File: config.mk
export PLATFORM = sky130hd
export DESIGN_NAME = snd_reg_arb
export DESIGN_NICKNAME = d
export VERILOG_FILES = /design/src/rtl/snd_reg_arb.sv
export SDC_FILE = /design/constraint.sdc
export NUM_CORES = 1
export LEC_CHECK = 0
export ABC_AREA = 1
export BUFFER_PORTS_ARGS = -buffer_cell sky130_fd_sc_hd__buf_4
export CORE_UTILIZATION = 55
export DETAILED_ROUTE_END_ITERATION = 12
export PLACE_DENSITY_LB_ADDON = 0.25
export RECOVER_POWER = 25
export SYNTH_ARGS = -nofsm -noshare
export SYNTH_HDL_FRONTEND = slang
export SYNTH_SLANG_ARGS = --single-unit
File: constraint.sdc
create_clock -name cpu_m2 -period 3.3 [get_ports cpu_m2]
set_clock_uncertainty 0.1 [all_clocks]
set_input_delay 0.99 -clock cpu_m2 [delete_from_list [all_inputs] [get_ports cpu_m2]]
set_output_delay 0.99 -clock cpu_m2 [all_outputs]
set_load 0.02 [all_outputs]
File: src/rtl/snd_reg_arb.sv
// snd_reg_arb: merges CPU sound-register writes and save-state restore writes
// onto one register-bank write port. Optional: SND_ARB_READBACK_EN (shadow bank).
module snd_reg_arb (
  input  logic        cpu_m2,
  input  logic        rst,
  input  logic        cpu_we,
  input  logic [15:0] cpu_addr,
  input  logic [7:0]  cpu_data,
  input  logic        sst_act,
  input  logic        sst_valid,
  output logic        sst_ready,
  input  logic [3:0]  sst_idx,
  input  logic [7:0]  sst_data,
  output logic        wr_en,
  output logic [3:0]  wr_idx,
  output logic [7:0]  wr_data,
  output logic        snd_halt,
  output logic        idx_err,
  input  logic [3:0]  rb_idx,
  output logic [7:0]  rb_data
);

  typedef enum logic [1:0] {
    ST_IDLE,
    ST_RESTORE,
    ST_DRAIN,
    ST_SETTLE
  } state_t;

  localparam logic [2:0] FULL = 3'd4;
  localparam logic [3:0] LAST = 4'd9;

  // cpu decode
  logic       cpu_map;
  logic [3:0] cpu_idx;

  // fifo
  logic [3:0] mem_idx_q [4];
  logic [7:0] mem_dat_q [4];
  logic [1:0] rd_ptr_q, rd_ptr_d;
  logic [1:0] wr_ptr_q, wr_ptr_d;
  logic [2:0] cnt_q, cnt_d;

  // arbitration
  logic cpu_hit;
  logic sst_acc;
  logic sst_bad;
  logic push;
  logic pop;

  // write port
  logic       wr_en_q, wr_en_d;
  logic [3:0] wr_idx_q, wr_idx_d;
  logic [7:0] wr_data_q, wr_data_d;
  logic       err_q, err_d;

  // halt sequencer
  state_t state_q;
  logic   settle_q;
  logic   halt_q;

  // Map the three register windows onto logical indices 0..9
  always_comb begin
    cpu_map = 1'b0;
    cpu_idx = 4'd0;
    if (cpu_addr[11:2] == 10'd0) begin
      case (cpu_addr[15:12])
        4'h9: begin
          cpu_map = 1'b1;
          cpu_idx = {2'b00, cpu_addr[1:0]};
        end
        4'hA: begin
          if (cpu_addr[1:0] != 2'b11) begin
            cpu_map = 1'b1;
            cpu_idx = 4'd4 + {2'b00, cpu_addr[1:0]};
          end
        end
        4'hB: begin
          if (cpu_addr[1:0] != 2'b11) begin
            cpu_map = 1'b1;
            cpu_idx = 4'd7 + {2'b00, cpu_addr[1:0]};
          end
        end
        default: begin
          cpu_map = 1'b0;
          cpu_idx = 4'd0;
        end
      endcase
    end
  end

  // Ready is judged on the count held at the start of the cycle only
  assign sst_ready = (cnt_q != FULL);
  assign sst_acc   = sst_valid & sst_ready;
  assign sst_bad   = (sst_idx > LAST);
  assign push      = sst_acc & ~sst_bad;
  assign cpu_hit   = cpu_we & cpu_map;
  assign pop       = ~cpu_hit & (cnt_q != 3'd0);

  // Queue pointer and occupancy next-state
  always_comb begin
    rd_ptr_d = rd_ptr_q;
    wr_ptr_d = wr_ptr_q;
    cnt_d    = cnt_q;
    if (pop) begin
      rd_ptr_d = rd_ptr_q + 2'd1;
    end
    if (push) begin
      wr_ptr_d = wr_ptr_q + 2'd1;
    end
    unique case ({push, pop})
      2'b10:   cnt_d = cnt_q + 3'd1;
      2'b01:   cnt_d = cnt_q - 3'd1;
      default: cnt_d = cnt_q;
    endcase
  end

  // CPU write wins the port; otherwise the queue head goes out
  always_comb begin
    wr_en_d   = 1'b0;
    wr_idx_d  = wr_idx_q;
    wr_data_d = wr_data_q;
    if (cpu_hit) begin
      wr_en_d   = 1'b1;
      wr_idx_d  = cpu_idx;
      wr_data_d = cpu_data;
    end else if (pop) begin
      wr_en_d   = 1'b1;
      wr_idx_d  = mem_idx_q[rd_ptr_q];
      wr_data_d = mem_dat_q[rd_ptr_q];
    end
  end

  // Bad restore indices latch the error flag until reset
  always_comb begin
    err_d = err_q | (sst_acc & sst_bad);
  end

  // Queue storage; contents are don't-care while the slot is empty
  always_ff @(negedge cpu_m2) begin
    if (push) begin
      mem_idx_q[wr_ptr_q] <= sst_idx;
      mem_dat_q[wr_ptr_q] <= sst_data;
    end
  end

  // Queue control registers
  always_ff @(negedge cpu_m2) begin
    if (rst) begin
      rd_ptr_q <= 2'd0;
      wr_ptr_q <= 2'd0;
      cnt_q    <= 3'd0;
    end else begin
      rd_ptr_q <= rd_ptr_d;
      wr_ptr_q <= wr_ptr_d;
      cnt_q    <= cnt_d;
    end
  end

  // Registered write port and error flag
  always_ff @(negedge cpu_m2) begin
    if (rst) begin
      wr_en_q   <= 1'b0;
      wr_idx_q  <= 4'd0;
      wr_data_q <= 8'd0;
      err_q     <= 1'b0;
    end else begin
      wr_en_q   <= wr_en_d;
      wr_idx_q  <= wr_idx_d;
      wr_data_q <= wr_data_d;
      err_q     <= err_d;
    end
  end

  // Halt sequencer: hold tones frozen through restore, drain and settle
  always_ff @(negedge cpu_m2) begin
    if (rst) begin
      state_q  <= ST_IDLE;
      settle_q <= 1'b0;
      halt_q   <= 1'b0;
    end else begin
      unique case (state_q)
        ST_IDLE: begin
          if (sst_act) begin
            state_q <= ST_RESTORE;
            halt_q  <= 1'b1;
          end
        end
        ST_RESTORE: begin
          if (!sst_act) begin
            state_q <= ST_DRAIN;
          end
        end
        ST_DRAIN: begin
          if (sst_act) begin
            state_q <= ST_RESTORE;
          end else if (cnt_q == 3'd0) begin
            state_q  <= ST_SETTLE;
            settle_q <= 1'b0;
          end
        end
        ST_SETTLE: begin
          if (sst_act) begin
            state_q <= ST_RESTORE;
          end else if (settle_q) begin
            state_q <= ST_IDLE;
            halt_q  <= 1'b0;
          end else begin
            settle_q <= 1'b1;
          end
        end
        default: begin
          state_q <= ST_IDLE;
          halt_q  <= 1'b0;
        end
      endcase
    end
  end

  assign wr_en    = wr_en_q;
  assign wr_idx   = wr_idx_q;
  assign wr_data  = wr_data_q;
  assign snd_halt = halt_q;
  assign idx_err  = err_q;

`ifdef SND_ARB_READBACK_EN
  logic [7:0] shadow_q [10];

  // Shadow copy follows every issued register write
  always_ff @(negedge cpu_m2) begin
    if (rst) begin
      for (int i = 0; i < 10; i++) begin
        shadow_q[i] <= 8'd0;
      end
    end else if (wr_en_q && (wr_idx_q <= LAST)) begin
      shadow_q[wr_idx_q] <= wr_data_q;
    end
  end

  // Readback of the shadow bank; unmapped indices read as all ones
  always_comb begin
    rb_data = 8'hFF;
    if (rb_idx <= LAST) begin
      rb_data = shadow_q[rb_idx];
    end
  end
`else
  logic unused_rb;

  assign unused_rb = ^rb_idx;
  assign rb_data   = 8'hFF;
`endif

endmodule

# Word level (Yosys, flattened, before mapping)
# Memories as Yosys holds them, arrays and structs flattened. A register that Yosys moved wholly into a read port is not among the register bits.
# Cells that the tools add are included.
# word_totals
ff_bits,25
latch_bits,0
ram_bits,48
romBits,0
in_bits,45
output_inout_bits,24
n_memories,2
# mem_list
memory,words,word_bits,read_ports,rd_ports_with_merged_regs,write_ports,line_no,rtl
mem_dat_q,4,8,1,1,1,39,logic [7:0] mem_dat_q [4];
mem_idx_q,4,4,1,1,1,38,logic [3:0] mem_idx_q [4];
# op_classes
n_addsub,6
multipliers,0
div_mod_pow,0
magnitude_cmp,1
n_eq_ne,18
n_shift,0
muxes,35
bitwise,8
reduce_logical,12
# op_table
operator,count
$mux 2,10
$mux 4,5
$mux 8,2
$ne 2x2->1 const B,7
$eq 4x4->1 const B,3
$mux 1,12
$pmux 4 s3,1
$reduce_and 4->1,3
$logic_not 10->1,1
$ne 3x3->1 const B,3
$add 3x2->4 const A,2
$pmux 2 s4,1
$reduce_bool 2->1,4
$eq 2x2->1 const B,3
$pmux 1 s2,3
$pmux 3 s2,1
$and 1x1->1,5
$add 2x1->2 const B,2
$eq 2x1->1 const B,2
$gt 4x4->1 const B,1
$add 3x1->3 const B,1
$logic_not 3->1,1
$reduce_bool 3->1,1
$sub 3x1->3 const B,1
4 further kinds,5

# Logic depth before layout (Yosys ltp)
# depth
word_depth,9
mapped_depth,14
ltp_nobuf,14

==> run summary <==
remaining global-route overflow: 0
ANT cells: 0
post-DR vias/cell: 5.23
library cells used by synthesis: 30
fin util: 85.9%
initial drt markers: 197
CP startpoint kind: primary input
min-delay worst type: flip-flop to flip-flop
Leak: 0.00262 uW
layout cells sized above 1: 32.2%
Antenna Violating Nets Remaining: 0
DR WL/cell: 14.9 um
max_slew headroom: 51.7%
MaxCap Viol Count: 0
overall die width: 82.2 um
CP Class: primary input to flip-flop
worst path required time: 1820 ps
CTS tree: done
H-tree depth: 3
Slew Viols, Final: 0
Layout Nets: 631
worst setup margin: -705 ps
total of fill cells in the finished design: 308
Cell Rows: 28
Slew @ Worst Pin: 724 ps
synth warn: 0
DRC viols: 0
Clock Tree Buf Depth: 2
Total Power: 4060 uW
Initial Utilization: 58.3%
clk slew on worst S/H paths: 30 ps
final hold violations: 0
M3 GR Usage: 12.7%
hold-fix buffer count after cts: 0
met1 usage: 29.3%
final WL: 9780 um
first-pass GRT wire length: 14600 um
Post-Syn Area: 3540 sq um
via count: 3433
Die Y: 82.2 um
root buf cell: clkbuf_8
vias in the first global route: 3540
PwrDens: 779 nW/um^2
WP data arrival: 2530 ps
VDD IR max: 0.555 mV
io pins: 69
largest net degree at the start of global routing: 27
FF+latch count, synth: 75
area delta synth->final: 47.3%
most frequent cells in the layout: inv_1 (120), nand2_1 (79), buf_4 (48), edfxtp_1 (48)
clk_lat worst skew: 430 ps
Mapped Avg Cell Area: 8.69 sq um
register area share after synthesis: 56.1%
PortBufs: 56
TritonRoute pass-1 iters: 5
register area: 2000 sq um
initial antenna violation count: 0
failing checks: negative setup slack
Crit. End Element: flip-flop
Core ar.: 6060 sq um
Routability Congestion: 0.820
commonest non-fill, non-tap cell in the layout: inv_1
crit path max fanout: 3
endpoints failing setup: 86
footprint of the multi-input gates: 1500 sq um
Syn Inst Count: 407
CTS Sinks: 75
unrepaired setup endpoints after global routing: true
M2 GR Usage: 50.4%
Tot GR Track Use: 30.1%
Inserted Clock Buffers: 9
Die ar.: 6750 sq um
Final HPWL DP: 5150 um
status: complete, but fails checks
GR peak layer: met2
==> sequential cells by signal (all words and copies together) (netlist names), named ones only <==
| register | cells |
|---|---|
| mem_dat_q | 32 |
| settle_q | 1 |
| wr_en | 1 |
| mem_idx_q | 16 |
| cnt_q | 3 |
| state_q | 2 |
| wr_ptr_q | 2 |
| idx_err | 1 |
| wr_data | 8 |
| wr_idx | 4 |
| snd_halt | 1 |
| rd_ptr_q | 2 |
==> synth_stat cells <==
cell type	instances	area (sq um)
clkinv_1	1	3.75
inv_2	2	7.51
nand3_1	48	240
dfxtp_1	27	541
fa_1	1	20.0
o211ai_1	2	15.0
buf_2	6	30.0
clkbuf_2	1	5.00
or2_2	1	6.26
nor2_1	48	180
edfxtp_1	48	1440
ha_1	9	113
buf_4	11	82.6
xor2_1	1	8.76
nor2_2	2	12.5
buf_1	1	3.75
nand4_1	1	6.26
nor3b_1	1	7.51
a211oi_1	1	7.51
a21oi_1	17	85.1
clkbuf_1	2	7.51
nor3_1	1	5.00
o21ai_0	21	105
conb_1	1	3.75
nand3_2	1	10.0
nand2_1	96	360
nand2_2	1	6.26
buf_6	1	11.3
nor2_4	1	11.3
inv_1	53	199
==> final timing paths <==
path	startpoint	endpoint	slack, ps	depth (start not counted)
worst min register to register	snd_halt$_SDFFE_NP0P_	snd_halt$_SDFFE_NP0P_	360	2
worst min-delay path	snd_halt$_SDFFE_NP0P_	snd_halt$_SDFFE_NP0P_	360	2
worst max-delay path	cpu_addr[13]	cnt_q[2]$_SDFFE_NP0P_	-710	15
worst max register to register	cnt_q[1]$_SDFFE_NP0P_	cnt_q[2]$_SDFFE_NP0P_	960	13
==> routing by layer <==
metal	wire [um]	vias to the layer above
met5	0	-
met2	5240	171
met1	3640	1610
met3	745	14
met4	153	0
li1	-	1638
==> metrics by stage <==
step | area, sq um | setup TNS [ps] | hold WS, ps | instances | setup WS [ps]
2_1_floorplan | 3660 | -37370 | 365 | 414 | -939
3_5_place_dp | 4300 | -44810 | 354 | 554 | -1070
5_1_grt | 5210 | -25510 | 380 | 656 | -770
4_1_cts | 5130 | -17180 | 362 | 654 | -564
3_3_place_gp | 4300 | -43280 | 345 | 554 | -1030
6_report | 5210 | -23390 | 358 | 656 | -705
==> power breakdown <==
part	switching, uW	leakage, uW	internal (uW)
clock	654	0.000504	477
sequential	131	0.000665	1190
combinational	925	0.00145	678
==> timing repair <==
action / in CTS / in global routing
pin swaps: 15 / 12
resized for setup: 76 / 43
gates cloned: 2 / 0
buffers inserted: 8 / 6
setup endpoints to repair: 84 / 86
==> kinds of logic (layout without fill, tap and decap cells) <==
family                     count (synthesis)  after routing  share of synthesized area [%]
DFF                                       75             75                           56.1
and+or+nand+nor                          201            201                           23.9
AOI/OAI and AO/OA                         41             41                           6.02
buffers and inverters                     78            245                           9.91
xor gates and xnor gates                   1              1                          0.248
other                                      1              8                          0.106
adders and majority gates                 10             10                           3.75
==> layout make-up <==
class                           count  share of cell area, %
Timing Repair Buffer               99                   17.6
Inverter                           55                   4.18
Multi-Input combinational cell    261                   28.7
Sequential cell                    75                   38.4
Clock inverter                     82                   6.87
Clock buffer                        9                   2.38
Tap cell                           75                   1.80
==> critical path, cell delays in order <==
cell and delay [ps]:
buf_6 110, inv_4 50, nand2_2 40, nand2_2 70, nor2_4 40, nand3_4 80
nand2_2 60, inv_2 70, ha_4 120, inv_2 40, fa_2 360, a21oi_2 170
o21ai_2 90, o21ai_1 160, a21oi_1 70
Power figures use the tool's default switching activity.
